==> src/rtl/md5_feeder_pkg.sv <==
// md5_feeder_pkg: state encoding and block-layout constants for md5_feeder.
// MD5_FEEDER_LEN64_EN widens the byte counter to 61 bits (default 29).
package md5_feeder_pkg;

    typedef enum logic [2:0] {
        IDLE,
        INIT,
        FILL,
        PAD,
        LEN,
        START,
        WAIT
    } state_t;

    localparam logic [7:0] PAD_BYTE        = 8'h80;
    localparam int         WORDS_PER_BLOCK = 16;
    localparam logic [3:0] LEN_LO_IDX      = 4'd14;
    localparam logic [3:0] LEN_HI_IDX      = 4'd15;
    localparam logic [3:0] LAST_DATA_IDX   = 4'd13;

`ifdef MD5_FEEDER_LEN64_EN
    localparam int CNT_W = 61;
`else
    localparam int CNT_W = 29;
`endif

    // One 32-bit half of the message bit length (byte count * 8).
    function automatic logic [31:0] len_word(
        input logic [CNT_W-1:0] nbytes,
        input logic             hi
    );
`ifdef MD5_FEEDER_LEN64_EN
        logic [63:0] bits;
        bits = 64'(nbytes) << 3;
        return hi ? bits[63:32] : bits[31:0];
`else
        return hi ? 32'h0 : {nbytes, 3'b000};
`endif
    endfunction

endpackage

==> src/rtl/md5_feeder_padword.sv <==
// md5_feeder_padword: masks the final message word and inserts the 0x80
// pad marker right after the last valid byte (nbytes of 4 passes through).
import md5_feeder_pkg::*;

module md5_feeder_padword (
    input  logic [31:0] in_data,
    input  logic [2:0]  nbytes,
    output logic [31:0] out_data
);

    // keep bytes below nbytes, marker at nbytes, zeros above
    always_comb begin
        out_data = '0;
        for (int b = 0; b < 4; b++) begin
            if (3'(b) < nbytes) begin
                out_data[8*b +: 8] = in_data[8*b +: 8];
            end else if (3'(b) == nbytes) begin
                out_data[8*b +: 8] = PAD_BYTE;
            end
        end
    end

endmodule

==> src/rtl/md5_feeder.sv <==
// md5_feeder: streams a message into MD5-padded 512-bit blocks for one of
// two chunk-cruncher units. Optional macro: MD5_FEEDER_LEN64_EN.
import md5_feeder_pkg::*;

module md5_feeder #(
    parameter int UNIT_W = 1
) (
    input  logic                     clk,
    input  logic                     reset,
    input  logic [UNIT_W-1:0]        msg_unit,
    input  logic                     in_valid,
    output logic                     in_ready,
    input  logic [31:0]              in_data,
    input  logic                     in_last,
    input  logic [2:0]               in_nbytes,
    output logic [(1<<UNIT_W)-1:0]   cc_reset,
    output logic [(1<<UNIT_W)-1:0]   cc_start,
    output logic                     cc_write,
    output logic [31:0]              cc_writedata,
    output logic [UNIT_W+3:0]        cc_writeaddr,
    input  logic [(1<<UNIT_W)-1:0]   cc_done,
    output logic                     busy,
    output logic                     msg_done
);

    localparam int         NU       = 1 << UNIT_W;
    localparam logic [3:0] LAST_IDX = 4'(WORDS_PER_BLOCK - 1);

    state_t             state, state_nxt;
    logic [UNIT_W-1:0]  unit_q;
    logic [NU-1:0]      unit_oh;
    logic [3:0]         idx_q, idx_nxt;
    logic [CNT_W-1:0]   cnt_q, cnt_nxt;
    logic               pend_q, pend_nxt;
    logic               tail_q, tail_nxt;
    logic               fin_q, fin_nxt;
    logic               first_q;
    logic               wr_en;
    logic [31:0]        wr_data;
    logic [31:0]        pad_word;
    logic [2:0]         inc;

    assign unit_oh = NU'(1) << unit_q;

    md5_feeder_padword u_padword (
        .in_data  (in_data),
        .nbytes   (in_nbytes),
        .out_data (pad_word)
    );

    // next state, block bookkeeping and the word written this cycle
    always_comb begin
        state_nxt = state;
        idx_nxt   = idx_q;
        cnt_nxt   = cnt_q;
        pend_nxt  = pend_q;
        tail_nxt  = tail_q;
        fin_nxt   = fin_q;
        wr_en     = 1'b0;
        wr_data   = '0;
        inc       = in_last ? in_nbytes : 3'd4;
        unique case (state)
            IDLE: begin
                idx_nxt  = '0;
                cnt_nxt  = '0;
                pend_nxt = 1'b0;
                tail_nxt = 1'b0;
                fin_nxt  = 1'b0;
                if (in_valid) state_nxt = INIT;
            end
            INIT: state_nxt = FILL;
            FILL: begin
                if (in_valid) begin
                    wr_en   = 1'b1;
                    wr_data = in_last ? pad_word : in_data;
                    idx_nxt = idx_q + 4'd1;
                    cnt_nxt = cnt_q + CNT_W'(inc);
                    if (in_last) begin
                        tail_nxt = 1'b1;
                        pend_nxt = (in_nbytes == 3'd4);
                        if (idx_q == LAST_IDX) begin
                            state_nxt = START;
                        end else if (idx_q == LAST_DATA_IDX &&
                                     in_nbytes != 3'd4) begin
                            state_nxt = LEN;
                        end else begin
                            state_nxt = PAD;
                        end
                    end else if (idx_q == LAST_IDX) begin
                        state_nxt = START;
                    end
                end
            end
            PAD: begin
                wr_en    = 1'b1;
                wr_data  = pend_q ? {24'h0, PAD_BYTE} : '0;
                pend_nxt = 1'b0;
                idx_nxt  = idx_q + 4'd1;
                if (idx_q == LAST_DATA_IDX) begin
                    state_nxt = LEN;
                end else if (idx_q == LAST_IDX) begin
                    state_nxt = START;
                end
            end
            LEN: begin
                wr_en   = 1'b1;
                wr_data = len_word(cnt_q, idx_q != LEN_LO_IDX);
                idx_nxt = idx_q + 4'd1;
                if (idx_q == LEN_HI_IDX) begin
                    fin_nxt   = 1'b1;
                    state_nxt = START;
                end
            end
            START: state_nxt = WAIT;
            WAIT: begin
                if (!first_q && cc_done[unit_q]) begin
                    if (fin_q) begin
                        state_nxt = IDLE;
                    end else if (tail_q) begin
                        state_nxt = PAD;
                    end else begin
                        state_nxt = FILL;
                    end
                end
            end
            default: state_nxt = IDLE;
        endcase
    end

    // state register, message counters and registered outputs
    always_ff @(posedge clk) begin
        if (reset) begin
            state        <= IDLE;
            unit_q       <= '0;
            idx_q        <= '0;
            cnt_q        <= '0;
            pend_q       <= 1'b0;
            tail_q       <= 1'b0;
            fin_q        <= 1'b0;
            first_q      <= 1'b0;
            in_ready     <= 1'b0;
            busy         <= 1'b0;
            cc_reset     <= '0;
            cc_start     <= '0;
            cc_write     <= 1'b0;
            cc_writedata <= '0;
            cc_writeaddr <= '0;
            msg_done     <= 1'b0;
        end else begin
            state        <= state_nxt;
            idx_q        <= idx_nxt;
            cnt_q        <= cnt_nxt;
            pend_q       <= pend_nxt;
            tail_q       <= tail_nxt;
            fin_q        <= fin_nxt;
            first_q      <= (state == START);
            if (state == IDLE && in_valid) unit_q <= msg_unit;
            in_ready     <= (state_nxt == FILL);
            busy         <= (state_nxt != IDLE);
            cc_reset     <= (state == INIT) ? unit_oh : '0;
            cc_start     <= (state == START) ? unit_oh : '0;
            cc_write     <= wr_en;
            cc_writedata <= wr_data;
            cc_writeaddr <= {unit_q, idx_q};
            msg_done     <= (state == WAIT) && (state_nxt == IDLE);
        end
    end

endmodule
==> config.mk <==
export PLATFORM = sky130hd
export DESIGN_NAME = md5_feeder
export DESIGN_NICKNAME = d
export VERILOG_FILES = /design/src/rtl/md5_feeder_pkg.sv /design/src/rtl/md5_feeder_padword.sv /design/src/rtl/md5_feeder.sv
export SDC_FILE = /design/constraint.sdc
export NUM_CORES = 1
export LEC_CHECK = 0
export CORE_MARGIN = 2
export CORE_UTILIZATION = 45
export CTS_CLUSTER_SIZE = 28
export DETAILED_ROUTE_END_ITERATION = 8
export PLACE_DENSITY = 0.76
export SLEW_MARGIN = 30
export SYNTH_ARGS = -nofsm -noshare
export SYNTH_HDL_FRONTEND = slang
export SYNTH_SLANG_ARGS = --single-unit
==> constraint.sdc <==
create_clock -name clk -period 3.6 [get_ports clk]
set_input_delay 0.72 -clock clk [delete_from_list [all_inputs] [get_ports clk]]
set_output_delay 0.72 -clock clk [all_outputs]
set_load 0.02 [all_outputs]
# Word-level counts from Yosys, hierarchy flattened
# Index checks and enable logic that the tools add are counted.
# word_totals
word_cells	107
register_bits	86
inputBits	42
# classes
eq_ne	18
n_bitwise	2
order_cmp	5
add_sub_neg	2
muxes	41
reduce_logical	22
shift	1
# op_table
operator	n
$mux 32	3
$pmux 32 s3	1
$mux 8	9
$pmux 29 s2	1
$add 29x3->29	1
$mux 29	1
$mux 3	9
$pmux 3 s7	1
$eq 3x3->1 const B	4
$pmux 4 s3	1
$eq 3x2->1 const B	3
$logic_not 3->1	3
$mux 1	9
$eq 4x4->1 const B	2
$pmux 1 s2	4
$reduce_or 2->1	4
$eq 2x3->1 const A	2
$lt 1x3->1 const A	2
$lt 2x3->1 const A	2
$ne 2x2->1 const B	3
$reduce_and 2->1	3
$reduce_and 3->1	2
$reduce_bool 2->1	3
$reduce_bool 3->1	2
other kinds (12)	16

# Depth between registers and ports, before layout
# depth
word_depth	9
ltp_mapped	10
ltp_nobuf	9

# Hierarchy
# A second synthesis with hierarchy kept.
# hier_totals
hier_cells	476
hier_area_um2	4196.5
# by_module_without_submodules
module	n_inst	cells_per_inst	seq_area_each_um2	area_each_um2
md5_feeder	1	437	1721.7	3941.3
md5_feeder_padword	1	39	0.0	255.2

# Worst setup path before layout
# Ideal clock, no wire load.
# synth_path
path_kind	input-to-reg
from	input in_last
to	register cnt_q[21]
path_stages	8
arrival_time_ns	2.614
setup_time_ns	0.059
required_time_ns	3.541
path_buffers	1
slack_ns	0.927
path_cell_list	nor2b_1 > inv_1 > ha_1 > a21oi_2 > or4_1 > buf_2 > or4_1 > nand2_1
# synth_between
elab_chain_cells	4
# synth_lines
element	line_no	text
start: declaration	md5_feeder.sv:14	input logic in_last,
$mux 3	md5_feeder.sv:61	inc = in_last ? in_nbytes : 3'd4;
$add 29x3->29	md5_feeder.sv:77	cnt_nxt = cnt_q + CNT_W'(inc);
$mux 29	md5_feeder.sv:73	if (in_valid) begin
$pmux 29 s2	md5_feeder.sv:62	unique case (state)
end signal: assignment	md5_feeder.sv:152	cnt_q <= cnt_nxt;
end: declaration	md5_feeder.sv:33	logic [CNT_W-1:0] cnt_q, cnt_nxt;
# No other way between the ends. The select of a mux whose other input is x is not followed.
# A chain may end at the register's enable or synchronous reset.

# Worst setup path in the final report
# layout_path
from	input in_last
to	register cnt_q[27]
# The elaborated chain is that of the path after synthesis.

==> run summary <==
The run finished with clean final reports. The power density over the cells came out at 399.7 nW/µm². The TritonCTS clock tree is done. During I/O placement, the number of pins put on the boundary was 87. The synthesized net count is 450.

Summed over all instances, the cell type with the most area after synthesis is sky130_fd_sc_hd__dfxtp_1. The family with the most delay on the worst path is simple AND/OR/NAND/NOR gates. Of the total power, registers draw 0.522. The element type at the critical path start is a primary input. The summed negative setup slack over all endpoints came out at 0 ns. Along the worst path, the maximum fanout reaches 9. The number of gates resized after cts came out at 0. The final hold violation count is 0. In the layout the commonest cells are sky130_fd_sc_hd__dfxtp_1 (86), sky130_fd_sc_hd__clkdlybuf4s50_1 (86), sky130_fd_sc_hd__nor2_1 (67).

At the worst endpoint, the arrival time is ~3.5 ns. The signal on the critical path passes through clkdlybuf4s50_1 -> nor2b_1 -> inv_1 -> ha_1 -> a21oi_2 -> or4_1 -> or3_1 -> a21oi_1. For this run, the number of Yosys warnings is 0.

The leakage power summed over all cells came out at 1.572 nW. The number of synthesized flops with an enable pin is 0. The maximum clock path buffer count is 2.

In this run the top signal layer used is met4. A synthesized cell averages a little under 9 µm². The largest clock skew in the final design is 0.006907 ns. The length of routed met2 wiring is 4087 µm. From synthesis to final layout, the design area changed by 33.04%. The required time at the worst-slack endpoint came out at between 3 and 4 ns.

The layout filler cell count came out at 672. The post-synthesis sequential element count is between 80 and 90. The first global-routing pass estimated between 10,000 and 15,000 µm of wire. The sum of buffers and inverters on the critical path is 2.

The critical path in this run is classified as in2reg. Detailed placement finished with a half-perimeter wire length of 6049 µm. Hold timing on the final database bottoms out at a slack of about 0.47 ns.

The overall die area is between 8000 and 9000 µm². The total of max-cap violations came out at 0. In the routed design, unresolved DRC markers number 0. The slowest cell on the critical path is sky130_fd_sc_hd__or4_1. The routed wirelength normalized by instance count came out at roughly 14 µm. The H-tree depth came out at 3. The share of layout cells above drive strength 1 is 0.06707. The clock-pin transition on the worst setup and hold timing paths is 0.08 ns.

The final period utilization came out at 0.8871. The share of Yosys cell area claimed by the top area cell type came out at 0.4826. In the post-synthesis netlist, the biggest area contributors are sky130_fd_sc_hd__dfxtp_1 (48%), sky130_fd_sc_hd__nor2_1 (7.1%), sky130_fd_sc_hd__a22oi_1 (6.1%). The max-slew violation count is 0. The violation count after the first detailed-routing iteration is 137. The initial utilization of the core area, before any placement, comes to 0.4640.

Buffers inserted during clock tree synthesis total 9. The routed design could run at a clock period as short as 3.193 ns. For this design the total switching power over the nets is 485.5 µW. The mapped netlist covers roughly 3600 µm². The number of global-route vias before repair came out at 3,167. The smallest setup slack after layout came out at 0.4065 ns. The count of buffers added by post-CTS timing repair for setup is 0.

The worst slew margin relative to its limit came out at 0.5897. The met3 layer wire length in the routed design is 528 µm. The die span in y is 93.04 µm.

The pin count of the biggest net entering global routing came out at 30. Setup repair after global routing left no endpoint under its margin. The flip-flop cell with the highest count after synthesis is sky130_fd_sc_hd__dfxtp_1. STA classifies the critical path endpoint as a flop. For this block, wires on met1 add up to 3780 µm. For this block, the routed nets add up to 8583 µm of wire.

The root buffer cell chosen for the clock tree is sky130_fd_sc_hd__clkbuf_8. In the global route stage, overall resource usage came out at 0.2082. The clock network fraction of total power is 0.362.

The die width came out at 93.04 µm. At the pin with the least slew margin, the transition time is slightly above 0.6 ns. The global placement routability congestion is just under 0.9.

The worst-skew pair later-pin latency came out at 0.36 ns. The worst supply voltage drop on vdd came out at 181.0 µV. The post-synthesis instance total came out at ~400.

The unique cell type count in the Yosys netlist is 49. The setup slack at placement is 0.09311 ns. The post-route antenna net violation count is 0. For this run, asynchronously set or reset flops after synthesis account for 0. The number of port buffers came out at 86. The initial antenna violation count is 0. After global routing the overflow that remains totals 0. Once placement finished, the instance area stood at 4546 µm². The count of vias placed by the detailed router came out at 3,179.

The number of hold buffers added after cts is 0. After the last flow step, the layout net total stands at 536. The maximum frequency from static timing analysis came out at 0.3131 GHz. On the worst path, the slowest cell contributes a delay of ~0.69 ns. The internal power consumption came out at between 1 and 1.5 mW. The sequential element share of the synthesized area is 0.4826. The antenna diode instance count is 0. The clock drives 86 sinks. Of the total power, the share spent switching nets is 0.2560. The area of the core region is between 7000 and 8000 µm². The path class of the tightest hold or removal check is reg2reg. The final count of negative-setup-slack endpoints came out at 0. The pre-antenna-repair detailed-routing pass consisted of 4 iterations. The portion of total power attributed to combinational logic came out at 0.116.

Row generation in the floorplan step produced 32 rows. The cell area after layout is 4746 µm². The end-of-flow core utilization came out at 0.6174. In the routed layout, each cell is associated on average with a via count of approximately 5.4.
power by group through the flow:
stage | combinational (mW) | clock, mW | sequential [mW]
6_report | 0.220 | 0.686 | 0.990
4_1_cts | 0.220 | 0.696 | 0.990
2_1_floorplan | 0.109 | 0 | 1.02
3_3_place_gp | 0.216 | 0 | 1.01
3_5_place_dp | 0.219 | 0 | 1.01
5_1_grt | 0.241 | 0.737 | 0.995
synthesized netlist by cell type (2+ instances only):
library cell / count
sky130_fd_sc_hd__dfxtp_1: 86
sky130_fd_sc_hd__nor2_1: 67
sky130_fd_sc_hd__a22oi_1: 29
sky130_fd_sc_hd__nand2_1: 19
sky130_fd_sc_hd__a21oi_1: 17
sky130_fd_sc_hd__clkbuf_1: 17
sky130_fd_sc_hd__xnor2_1: 17
sky130_fd_sc_hd__nor4_1: 13
sky130_fd_sc_hd__o21ai_0: 13
sky130_fd_sc_hd__inv_1: 12
sky130_fd_sc_hd__nor3_1: 10
sky130_fd_sc_hd__nand3_1: 9
sky130_fd_sc_hd__nor2b_1: 9
sky130_fd_sc_hd__and2_1: 8
sky130_fd_sc_hd__nand2b_1: 7
sky130_fd_sc_hd__or3_1: 7
sky130_fd_sc_hd__ha_1: 6
sky130_fd_sc_hd__nand4_1: 6
sky130_fd_sc_hd__o21a_1: 4
sky130_fd_sc_hd__and3_1: 3
sky130_fd_sc_hd__mux2i_1: 3
sky130_fd_sc_hd__nor3b_1: 3
sky130_fd_sc_hd__xor2_1: 3
sky130_fd_sc_hd__a211oi_1: 2
sky130_fd_sc_hd__and4_1: 2
sky130_fd_sc_hd__buf_2: 2
sky130_fd_sc_hd__nand3b_1: 2
sky130_fd_sc_hd__o211ai_1: 2
sky130_fd_sc_hd__o21bai_1: 2
sky130_fd_sc_hd__or4_1: 2
registers in the layout, indices dropped and copies added (netlist names):
| register | flops |
|---|---|
| msg_done | 1 |
| pend_q | 1 |
| state | 3 |
| cc_reset | 2 |
| busy | 1 |
| cc_start | 2 |
| tail_q | 1 |
| cc_write | 1 |
| in_ready | 1 |
| cc_writeaddr | 5 |
| unit_q | 1 |
| first_q | 1 |
| idx_q | 4 |
| cnt_q | 29 |
| cc_writedata | 32 |
| fin_q | 1 |
metrics by stage:
stage               power [mW]  std cells
floorplan                1.125        401
global placement         1.228        578
detailed placement       1.231        578
CTS                      1.906        594
global route             1.973        594
finish                   1.897        594
metal layers:
metal,global-route usage,vias to the layer above
met1,0.2744,1479
met4,0.08946,0
met2,0.3412,108
met3,0.02981,14
met5,0,-
li1,-,1578
layout make-up:
| class | count | area (µm²) | share of cell area |
|---|---|---|---|
| Tap cell | 102 | 127.6 | 0.02689 |
| Sequential cell | 86 | 1722 | 0.3628 |
| Clock buffer | 11 | 141.4 | 0.02979 |
| Multi-Input combinational cell | 284 | 1730 | 0.3646 |
| Timing Repair Buffer | 94 | 920.9 | 0.1940 |
| Clock inverter | 5 | 58.81 | 0.01239 |
| Inverter | 12 | 45.04 | 0.009491 |
cell families (layout without fill, tap and decap cells):
group,Yosys count,in the layout,share of synthesized area
buffers and inverters,31,122,0.03332
and+or+nand+nor,175,175,0.2518
xor gates and xnor gates,20,20,0.04911
AOI/OAI and AO/OA,79,79,0.1480
muxes,3,3,0.008418
DFF,86,86,0.4826
adders and majority gates,7,7,0.02666
tightest hold or removal path, cell delays in order (launching register included):
cell                      delay, ns
sky130_fd_sc_hd__dfxtp_1       0.31
sky130_fd_sc_hd__inv_1         0.06
sky130_fd_sc_hd__a21oi_1       0.05
final timing paths:
path | startpoint | end | slack (ns) | depth (start not counted)
max | in_last | cnt_q[27] | 0.41 | 8
min | fin_q | fin_q | 0.47 | 2
max reg2reg | state[2] | cnt_q[27] | 1.32 | 5
min reg2reg | fin_q | fin_q | 0.47 | 2
Note: power is estimated with default switching activity, not from simulation.
